## config.mk

```make
export PLATFORM = sky130hd
export DESIGN_NAME = rr_output_arbiter
export DESIGN_NICKNAME = d
export VERILOG_FILES = /design/src/rtl/noc_pkg.sv /design/src/rtl/rr_pick.sv /design/src/rtl/rr_output_arbiter.sv
export SDC_FILE = /design/constraint.sdc
export NUM_CORES = 1
export LEC_CHECK = 0
export ABC_CLOCK_PERIOD_IN_PS = 4370
export BUFFER_PORTS_ARGS = -buffer_cell sky130_fd_sc_hd__buf_2
export CAP_MARGIN = 20
export CORE_ASPECT_RATIO = 0.5
export CORE_MARGIN = 8
export CORE_UTILIZATION = 55
export CTS_CLUSTER_SIZE = 10
export DETAILED_ROUTE_END_ITERATION = 8
export PLACE_DENSITY = 0.81
export SYNTH_ARGS = -nofsm -noshare
export SYNTH_HDL_FRONTEND = slang
export SYNTH_SLANG_ARGS = --single-unit
```

## constraint.sdc

```tcl
create_clock -name clk -period 4.37 [get_ports clk]
set_input_delay 0.437 -clock clk [delete_from_list [all_inputs] [get_ports clk]]
set_output_delay 0.437 -clock clk [all_outputs]
set_load 0.05 [all_outputs]
```

## src/rtl/noc_pkg.sv

```systemverilog
// Shared constants and types for the mesh router: direction codes,
// default geometry and the output-arbiter state encoding.
package noc_pkg;

    localparam int unsigned DIR_W   = 3;
    localparam int unsigned N_PORTS = 5;

    // West is DIR_WEST because DIR_W already names the code width.
    localparam logic [DIR_W-1:0] DIR_L    = 3'd0;
    localparam logic [DIR_W-1:0] DIR_N    = 3'd1;
    localparam logic [DIR_W-1:0] DIR_E    = 3'd2;
    localparam logic [DIR_W-1:0] DIR_S    = 3'd3;
    localparam logic [DIR_W-1:0] DIR_WEST = 3'd4;

    // An idle crossbar select is encoded as the port count itself.
    localparam int unsigned SEL_IDLE = N_PORTS;

    typedef enum logic {
        IDLE   = 1'b0,
        LOCKED = 1'b1
    } arb_state_e;

endpackage

```

## src/rtl/rr_pick.sv

```systemverilog
// Rotating-priority picker: first eligible index at or above ptr,
// wrapping modulo N.
module rr_pick #(
    parameter int unsigned N = 5,
    parameter int unsigned W = 3
) (
    input  logic [N-1:0] eligible,
    input  logic [W-1:0] ptr,
    output logic [W-1:0] idx,
    output logic         found
);

    always_comb begin
        int unsigned j;
        logic [W-1:0] jj;
        found = 1'b0;
        idx   = '0;
        j     = 0;
        jj    = '0;
        for (int unsigned k = 0; k < N; k++) begin
            j = 32'(ptr) + k;
            if (j >= N) begin
                j = j - N;
            end
            jj = W'(j);
            if (!found && eligible[jj]) begin
                found = 1'b1;
                idx   = jj;
            end
        end
    end

endmodule

```

## src/rtl/rr_output_arbiter.sv

```systemverilog
// Per-output round-robin arbiter with optional wormhole locking; drives
// the crossbar select and grant/dequeue strobes back to the input buffers.
module rr_output_arbiter
    import noc_pkg::*;
#(
    parameter int unsigned N_PORTS  = 5,
    parameter int unsigned DIR_W    = 3,
    parameter int unsigned SEL_W    = 3,
    parameter bit          WORMHOLE = 1'b1
) (
    input  logic                     clk,
    input  logic                     rst,
    input  logic [DIR_W-1:0]         my_dir,
    input  logic [N_PORTS-1:0]       req_valid,
    input  logic [N_PORTS*DIR_W-1:0] req_dir,
    input  logic [N_PORTS-1:0]       req_tail,
    input  logic                     out_ready,
    output logic [N_PORTS-1:0]       grant,
    output logic [SEL_W-1:0]         select,
    output logic [N_PORTS-1:0]       xfer,
    output logic                     busy
);

    localparam logic [SEL_W-1:0]   SEL_NONE = SEL_W'(N_PORTS);
    localparam logic [SEL_W-1:0]   SEL_LAST = SEL_W'(N_PORTS - 1);
    localparam logic [N_PORTS-1:0] ONE_HOT0 = N_PORTS'(1);

    arb_state_e         state, next_state;
    logic [N_PORTS-1:0] grant_q, grant_d;
    logic [SEL_W-1:0]   select_q, select_d;
    logic [SEL_W-1:0]   ptr_q, ptr_d;
    logic [N_PORTS-1:0] eligible;
    logic [SEL_W-1:0]   pick_idx;
    logic               pick_found;
    logic               release_now;

    always_comb begin
        eligible = '0;
        for (int unsigned i = 0; i < N_PORTS; i++) begin
            eligible[i] = req_valid[i] && (req_dir[i*DIR_W +: DIR_W] == my_dir);
        end
    end

    rr_pick #(
        .N (N_PORTS),
        .W (SEL_W)
    ) u_pick (
        .eligible (eligible),
        .ptr      (ptr_q),
        .idx      (pick_idx),
        .found    (pick_found)
    );

    assign xfer = grant_q & req_valid & {N_PORTS{out_ready}};

    // Wormhole waits for the tail flit to move; otherwise any moved flit releases.
    always_comb begin
        if (WORMHOLE) begin
            release_now = |(xfer & req_tail);
        end else begin
            release_now = |xfer;
        end
    end

    always_comb begin
        next_state = state;
        grant_d    = grant_q;
        select_d   = select_q;
        ptr_d      = ptr_q;
        case (state)
            IDLE: begin
                if (pick_found) begin
                    grant_d    = ONE_HOT0 << pick_idx;
                    select_d   = pick_idx;
                    next_state = LOCKED;
                end
            end
            LOCKED: begin
                if (release_now) begin
                    grant_d    = '0;
                    select_d   = SEL_NONE;
                    ptr_d      = (select_q == SEL_LAST) ? '0 : select_q + 1'b1;
                    next_state = IDLE;
                end
            end
            default: begin
                next_state = IDLE;
                grant_d    = '0;
                select_d   = SEL_NONE;
            end
        endcase
    end

    always_ff @(posedge clk or posedge rst) begin
        if (rst) begin
            state    <= IDLE;
            grant_q  <= '0;
            select_q <= SEL_NONE;
            ptr_q    <= '0;
        end else begin
            state    <= next_state;
            grant_q  <= grant_d;
            select_q <= select_d;
            ptr_q    <= ptr_d;
        end
    end

    assign grant  = grant_q;
    assign select = select_q;
    assign busy   = (state == LOCKED);

endmodule

```

Word level (Yosys, flattened, before mapping)
Cells that the tools add are included.
{"block": "word_totals", "register_bits": 12, "inputBits": 31, "elab_cells": 88}
{"block": "classes", "addsub": 10, "n_lt_le_gt_ge": 10, "n_eq_ne": 8, "shift": 1, "muxes": 35, "n_bitwise": 4, "reduce_logical": 16}
{"op": "$mux W3", "n": 13}
{"op": "$lt A3 B4 Y1 const B", "n": 5}
{"op": "$ge A4 B3 Y1 const B", "n": 4}
{"op": "$and A5 B5 Y5", "n": 3}
{"op": "$bmux W1 S3", "n": 5}
{"op": "$eq A3 B3 Y1", "n": 5}
{"op": "$sub A3 B3 Y3 const B", "n": 5}
{"op": "$mux W1", "n": 12}
{"op": "$mux W5", "n": 2}
{"op": "$pmux W5 S2", "n": 1}
{"op": "$logic_and A1 B1 Y1", "n": 9}
{"op": "$add A3 B2 Y4 const B", "n": 2}
{"op": "$pmux W3 S2", "n": 1}
{"op": "$reduce_or A5 Y1", "n": 1}
{"op": "$shl A1 B3 Y5 const A", "n": 1}
{"op": "$add A3 B1 Y4 const B", "n": 1}
{"op": "$add A3 B3 Y4 const B", "n": 1}
{"op": "$logic_not A1 Y1", "n": 4}
{"op": "$reduce_and A2 Y1", "n": 2}
{"op": "$add A3 B1 Y3 const B", "n": 1}
{"op": "$eq A3 B3 Y1 const B", "n": 1}
{"op": "$ge A3 B3 Y1 const B", "n": 1}
{"op": "$ne A2 B1 Y1 const B", "n": 1}
{"op": "$ne A2 B2 Y1 const B", "n": 1}
{"op": "2 further kinds", "n": 2}

Longest topological paths before layout
Gate-level depths: netlist of the first run.
{"block": "depth", "word_depth": 20, "ltp_mapped": 14, "depth_no_buf": 13}

Cells and area by module
A second synthesis of the first run with hierarchy kept.
{"block": "unflattened", "hier_cells": 202, "hier_area_um2": 1736.7}
{"mod": "rr_pick", "instances": 1, "cells_each": 119, "area_each_um2": 909.6, "seq_area_each_um2": 0.0}
{"mod": "rr_output_arbiter", "instances": 1, "cells_each": 83, "area_each_um2": 827.0, "seq_area_each_um2": 302.8}

Least setup slack after synthesis of the first run
Ideal clock, no wire load.
{"block": "synth_timing", "kind": "register to register", "start": "register ptr_q[0]", "end": "register grant_q[1], in the netlist grant[1]", "setup_ns": 0.068, "arrival_ns": 3.081, "required_ns": 4.302, "setup_slack_ns": 1.220, "path_stages_with_launch": 15, "path_buffers": 2, "period_less_slack_ns": 3.150, "cell_sequence": "dfrtp_1 > buf_4 > inv_4 > ha_1 > ha_1 > buf_2 > or2_0 > o21a_1 > o31ai_1 > o211ai_1 > and2_1 > nor2b_2 > o32a_1 > o22ai_2 > a32o_1"}
{"block": "synth_between", "elab_chain_cells": 20, "word_cells_on_any_way": 52, "classes_between": "9 x add/sub; 5 x order compare; 1 x eq/ne; 1 x shift; 27 x mux; 9 x reduce/logical"}
{"item": "from (decl)", "line_no": "rr_output_arbiter.sv:31", "rtl": "logic [SEL_W-1:0] ptr_q, ptr_d;"}
{"item": "from (signal assigned)", "line_no": "rr_output_arbiter.sv:104", "rtl": "ptr_q <= ptr_d;"}
{"item": "parallel branches: the longest is 20 deep, another holds $add A3 B1 Y4"}
{"item": "to (signal assigned)", "line_no": "rr_output_arbiter.sv:102", "rtl": "grant_q <= grant_d;"}
{"item": "to (decl)", "line_no": "rr_output_arbiter.sv:29", "rtl": "logic [N_PORTS-1:0] grant_q, grant_d;"}
Several ways; the timed one is not identified. The select of a mux whose other input is x is not followed.
A chain may end at the register's enable or synchronous reset.

Worst setup path in the final report of the first run
{"block": "layout_timing", "start": "register ptr_q[1]", "end": "register grant_q[3], in the netlist grant[3]"}
Same word-level chain as after synthesis.

==> run metrics, run 1 <==
status=completed; MaxCap Viol Count=0; Worst Setup End Kind=flop; worst hold slack=190 ps; crit path launch type=flop; Resize count post-CTS=0; die width=99.4 um; crit path DAT=3730 ps; crit path max fanout=10; GRT Util Overall=0.189; CTS tree=built; P&R area growth vs syn=14.3%; syn_nets=273; Worst-Skew Late Latency=240 ps; Post-CTS Hold Fix Bufs=0; Async S/R FF share, synth=1.00; post-synth top area share=0.131; reg-to-reg critical path startpoint=ptr_q[1]; Most used DFF post-synth=dfrtp_1; hpwl dp=4440 um; Worst Setup Path Type=reg -> reg; Final GP Congestion=0.941; Fillers=267; Final Instance Area=2190 sq um; average size of a mapped cell=8.29 sq um; Final setup viols=0; Max Clock Freq=281 MHz; input/output buffers=44; I/O pin count=45; # DRC=0; flop-to-flop setup slack=810 ps; Die ar.=5740 sq um; routed len/inst=17.7 um; Mapped Area=1910 sq um; CTS max path bufs=2; TNS Setup=0 ps; H-tree levels=1; pwr dens=985 nW/um^2; Final Hold Fails=0; first-pass GRT wire length=9090 um; Pre-antenna DRT Iters=5; minimum clock period=3560 ps; worst r2r dst=grant[3]; Post-Place Cell Area=2130 sq um; total CTS buffers=3; Rows=15; number of synthesized flops with an enable pin=0; Worst R2R Path Depth=12; Tot Pwr=2.16 mW; Multi-input gate area=1500 sq um; RSZ-0062 raised after global routing=no; register area=303 sq um; worst relative slew slack=0.576; Nets=314; final WL=5550 um; Chip Height=57.7 um; antenna violations before repair=0; clk_skew=1.53 ps; grt total ovfl=0; Leak=0.967 nW; Least-Margin Pin Slew=629 ps; Final Max Tran Viols=0; Sink Count=12; register bit count reported by yosys=12; Mapped Cells=231; Detailed Route Iter0 Violations=246; share of cells above drive strength 1=0.266; Max VDD drop=0.532 mV; Post-CTS Setup Inserts=0; min-delay worst type=in -> async; vias=2067; post-synthesis sequential area ratio=0.158; Tcrit/Tclk final=0.815; pin count of the biggest net entering global routing=27; Core Area=3380 sq um; Yosys top cell by area=dfrtp_1; Root Driver=clkbuf_8; Final ANT Viol Nets=0; synth warn=0; # diodes=0; DR vias/cell=6.60; Synth cell types=73; CTS clock-pin slew for the worst setup and hold paths=60 ps; initial core utilization=0.567; Data required, critical path=4530 ps; vias in the first global route=1971; ranking of synthesized cells by area=dfrtp_1 13%, xnor2_1 6.9%, ha_1 6.5%
[Yosys cell counts, types with 3 or more instances]
cell,count
inv_1,12
nand2b_1,7
o221ai_1,5
nand4_1,5
ha_1,10
dfrtp_1,10
nor2b_1,5
nand3_1,3
o2bb2ai_1,3
o211ai_1,5
o21ai_0,12
a41oi_1,3
and2_1,4
nor2_1,11
a21oi_1,11
nor3_1,10
mux2i_1,6
xnor2_1,15
and3_1,7
buf_2,4
a21o_1,3
nand2_1,16
[cells in the final DEF (no fill, tap or decap), drive strengths merged, types with 4 or more instances in the layout]
master	count
nand4	5
ha	10
mux2i	8
xnor2	15
and3	7
nor2	11
o221ai	5
dfrtp	10
o211ai	6
inv	14
buf	45
nand2	17
and2	5
nand2b	7
a21oi	13
nor2b	6
o21ai	13
clkbuf	4
nor3	12
[final cells by class]
class / count / share of cell area
repair buffers: 45 / 0.104
well taps: 42 / 0.0240
multi-input cells: 196 / 0.683
clock buffers: 4 / 0.0252
inverters: 14 / 0.0252
flip-flops and latches: 12 / 0.138
[how the worst max path moves through the flow]
stage,start,end,cells after the start
after floorplan,ptr_q[0],grant[1],14
after global placement,ptr_q[1],grant[0],12
after detailed placement,ptr_q[1],grant[0],12
after CTS,ptr_q[1],grant[0],12
after global routing,ptr_q[1],grant[0],12
final,ptr_q[1],grant[3],12
[report_power, final]
group          total [mW]  internal [mW]  switching (mW)
Clock               0.126         0.0798          0.0460
Sequential          0.231          0.165          0.0662
Combinational        1.80          0.671            1.13
[per-stage QoR]
stage / setup WS (ps) / utilization / instances
after global placement: 1080 / 0.631 / 309
after detailed placement: 974 / 0.631 / 309
after CTS: 964 / 0.648 / 313
final: 807 / 0.648 / 313
after global routing: 548 / 0.648 / 313
after floorplan: 1220 / - / 231
[flip-flops by register name, indices dropped and copies added, names as in the netlist]
signal and flops:
ptr_q 3, busy 1, grant 5, select 3
[routing by layer]
| metal | part of all wire | vias up | GRT usage |
|---|---|---|---|
| met5 | 0 | - | 0 |
| met4 | 0.010 | 0 | 0.0277 |
| met3 | 0.12 | 8 | 0.0561 |
| met2 | 0.41 | 141 | 0.282 |
| met1 | 0.46 | 952 | 0.264 |
| li1 | - | 966 | - |
[worst max-delay path: stages, from the launching register on]
cell	delay, ps
dfrtp_1	510
inv_2	180
ha_1	250
ha_1	470
inv_1	160
o211ai_1	220
o221ai_1	170
o221ai_1	310
and2_1	250
a311oi_1	130
o41ai_2	490
nand2_1	150
o2bb2ai_1	180
[logic make-up after synthesis]
group	count (synthesis)	share of synthesized area
AOI/OAI and AO/OA	77	0.327
xor gates and xnor gates	15	0.0686
buffers and inverters	23	0.0608
DFF	12	0.158
muxes	9	0.0608
and+or+nand+nor	84	0.248
adders and majority gates	11	0.0758
Power figures use the tool's default switching activity.
==> inputs of run 2 (changes only) <==
--- a/config.mk
+++ b/config.mk
@@ -5,15 +5,15 @@
 export SDC_FILE = /design/constraint.sdc
 export NUM_CORES = 1
 export LEC_CHECK = 0
-export ABC_CLOCK_PERIOD_IN_PS = 4370
+export ABC_CLOCK_PERIOD_IN_PS = 3150
 export BUFFER_PORTS_ARGS = -buffer_cell sky130_fd_sc_hd__buf_2
 export CAP_MARGIN = 20
 export CORE_ASPECT_RATIO = 0.5
 export CORE_MARGIN = 8
-export CORE_UTILIZATION = 55
+export CORE_UTILIZATION = 50
 export CTS_CLUSTER_SIZE = 10
 export DETAILED_ROUTE_END_ITERATION = 8
-export PLACE_DENSITY = 0.81
+export PLACE_DENSITY = 0.78
 export SYNTH_ARGS = -nofsm -noshare
 export SYNTH_HDL_FRONTEND = slang
 export SYNTH_SLANG_ARGS = --single-unit
==> constraint.sdc (replaced) <==
create_clock -name clk -period 3.15 [get_ports clk]
set_input_delay 0.315 -clock clk [delete_from_list [all_inputs] [get_ports clk]]
set_output_delay 0.315 -clock clk [all_outputs]
set_load 0.05 [all_outputs]
==> run metrics, run 2 (synthesis gave the netlist of run 1 again) <==
min-delay worst type=in -> async; Final WS setup=23.1 ps (-784 ps); grt total ovfl=0 (unchanged); Crit-path slowest cell=dfrtp_1; Die ar.=6180 sq um (+7.8%); crit-path cells=inv_4 -> ha_1 -> inv_1 -> fa_1 -> inv_1 -> a21oi_1 -> nor2_2 -> mux2i_2 -> o211ai_4 -> nor2b_1 -> o41ai_2 -> buf_4 -> nor2b_1 -> a22o_1; input/output buffers=44 (unchanged); Least-Margin Pin Slew=657 ps (+27.2 ps); Final setup viols=0 (unchanged); DR vias/cell=6.24 (-5.5%); hpwl dp=5070 um (+14%); routed len/inst=18.1 um (+2.1%); vias=2152 (+4.1%); final WL=6240 um (+13%); # DRC=0 (unchanged); antenna violations before repair=0 (unchanged); Root Driver=clkbuf_8; status=completed; crit path launch type=flop; Final Max Tran Viols=0 (unchanged); worst relative slew slack=0.558 (-0.0183); vias in the first global route=1967 (-0.20%); initial core utilization=0.506 (-0.0607); H-tree levels=1 (unchanged); CP peak stage delay=410 ps (-100 ps); Tcrit/Tclk final=0.993 (+0.177); # diodes=0 (unchanged); Final GP Congestion=0.981 (+4.2%); Sink Count=12 (unchanged); CTS clock-pin slew for the worst setup and hold paths=60 ps (about the same); Detailed Route Iter0 Violations=309 (+26%); CTS max path bufs=2 (unchanged); clk_skew=0.762 ps (-0.767 ps); Fillers=309 (+16%); most common cell after layout, fill and taps aside=buf_2; Final Instance Area=2420 sq um (+11%); worst hold slack=68.5 ps (-121 ps); post-place setup slack=-8.35 ps (-982 ps); Pre-antenna DRT Iters=5 (unchanged); Final ANT Viol Nets=0 (unchanged); Worst Setup Path Type=reg -> reg; share of cells above drive strength 1=0.354 (+0.0883); crit path DAT=3260 ps (-470 ps); MaxCap Viol Count=0 (unchanged); die width=104 um (+4.1%); Rows=16 (+1); Core Area=3780 sq um (+12%); Chip Height=59.8 um (+3.5%); total CTS buffers=3 (unchanged); Post-CTS Hold Fix Bufs=0 (unchanged); minimum clock period=3130 ps (-436 ps); first-pass GRT wire length=9810 um (+7.9%); max reg flops=5 (unchanged); Worst Setup End Kind=flop; Worst-Skew Late Latency=240 ps (about the same); I/O pin count=45 (unchanged); CTS tree=built; Max Clock Freq=320 MHz (+14%); Post-Place Cell Area=2280 sq um (+6.7%); Nets=334 (+6.4%); Data required, critical path=3280 ps (-1250 ps); commonest non-fill, non-tap cells in the layout=44 x buf_2, 21 x buf_4, 16 x nand2_1; P&R area growth vs syn=26.6%; pin count of the biggest net entering global routing=24 (-11%); Final Hold Fails=0 (unchanged); GRT Util Overall=0.193 (+0.00461); crit path max fanout=5 (-5)
==> run 2: final timing paths <==
kind | startpoint | endpoint | slack [ps] | depth (start not counted)
worst max-delay path | ptr_q[0] | grant[0] | 20 | 14
worst min-delay path | rst | select[1] | 70 | 2
worst max register to register | ptr_q[0] | grant[0] | 20 | 14
worst min register to register | grant[2] | grant[2] | 540 | 1
max in group asynchronous | rst | select[2] | 2740 | 2
min in group clk | grant[2] | grant[2] | 540 | 1
==> run 2: timing repair <==
action                     CTS  global route
setup endpoints to repair    4             8
pin swaps                    1             8
resized for setup            3            14
buffers inserted             0             3
==> run 2: worst max-delay path: cells and delay by family (launching register included) <==
kind	cells	cell delay, ps
buffers and inverters	4	450
AOI/OAI and AO/OA	4	820
DFF	1	410
and+or+nand+nor	3	470
adders and majority gates	2	540
muxes	1	330
==> run 2: area by class of cell <==
| type | instances | area (sq um) | area share |
|---|---|---|---|
| tap | 54 | 67.6 | 0.0279 |
| timing repair buffer | 65 | 378 | 0.156 |
| inverter | 14 | 55.1 | 0.0227 |
| clock buffer | 4 | 55.1 | 0.0227 |
| multi-input combinational | 196 | 1560 | 0.645 |
| sequential | 12 | 304 | 0.125 |
==> run 2: per-stage QoR <==
step | setup TNS [ps] | std cells | util
after floorplan | 0 | 231 | -
after global placement | 0 | 338 | 0.602
after detailed placement | -8.35 | 338 | 0.602
after CTS | 0 | 342 | 0.620
after global routing | -121 | 345 | 0.641
final | 0 | 345 | 0.641
==> run 2: routing by layer <==
layer  wire length, um  track usage  part of all wire  vias to the layer above
met5                 0            0                 0                        -
met4                65       0.0434             0.010                        0
met3               851       0.0667              0.14                        8
met2              2450        0.264              0.39                      149
met1              2870        0.278              0.46                      990
li1                  -            -                 -                     1005
Power of run 2 is left out: the tool's default activity adds up to more than one toggle a clock period on the data nets, which glitch-free logic cannot reach.
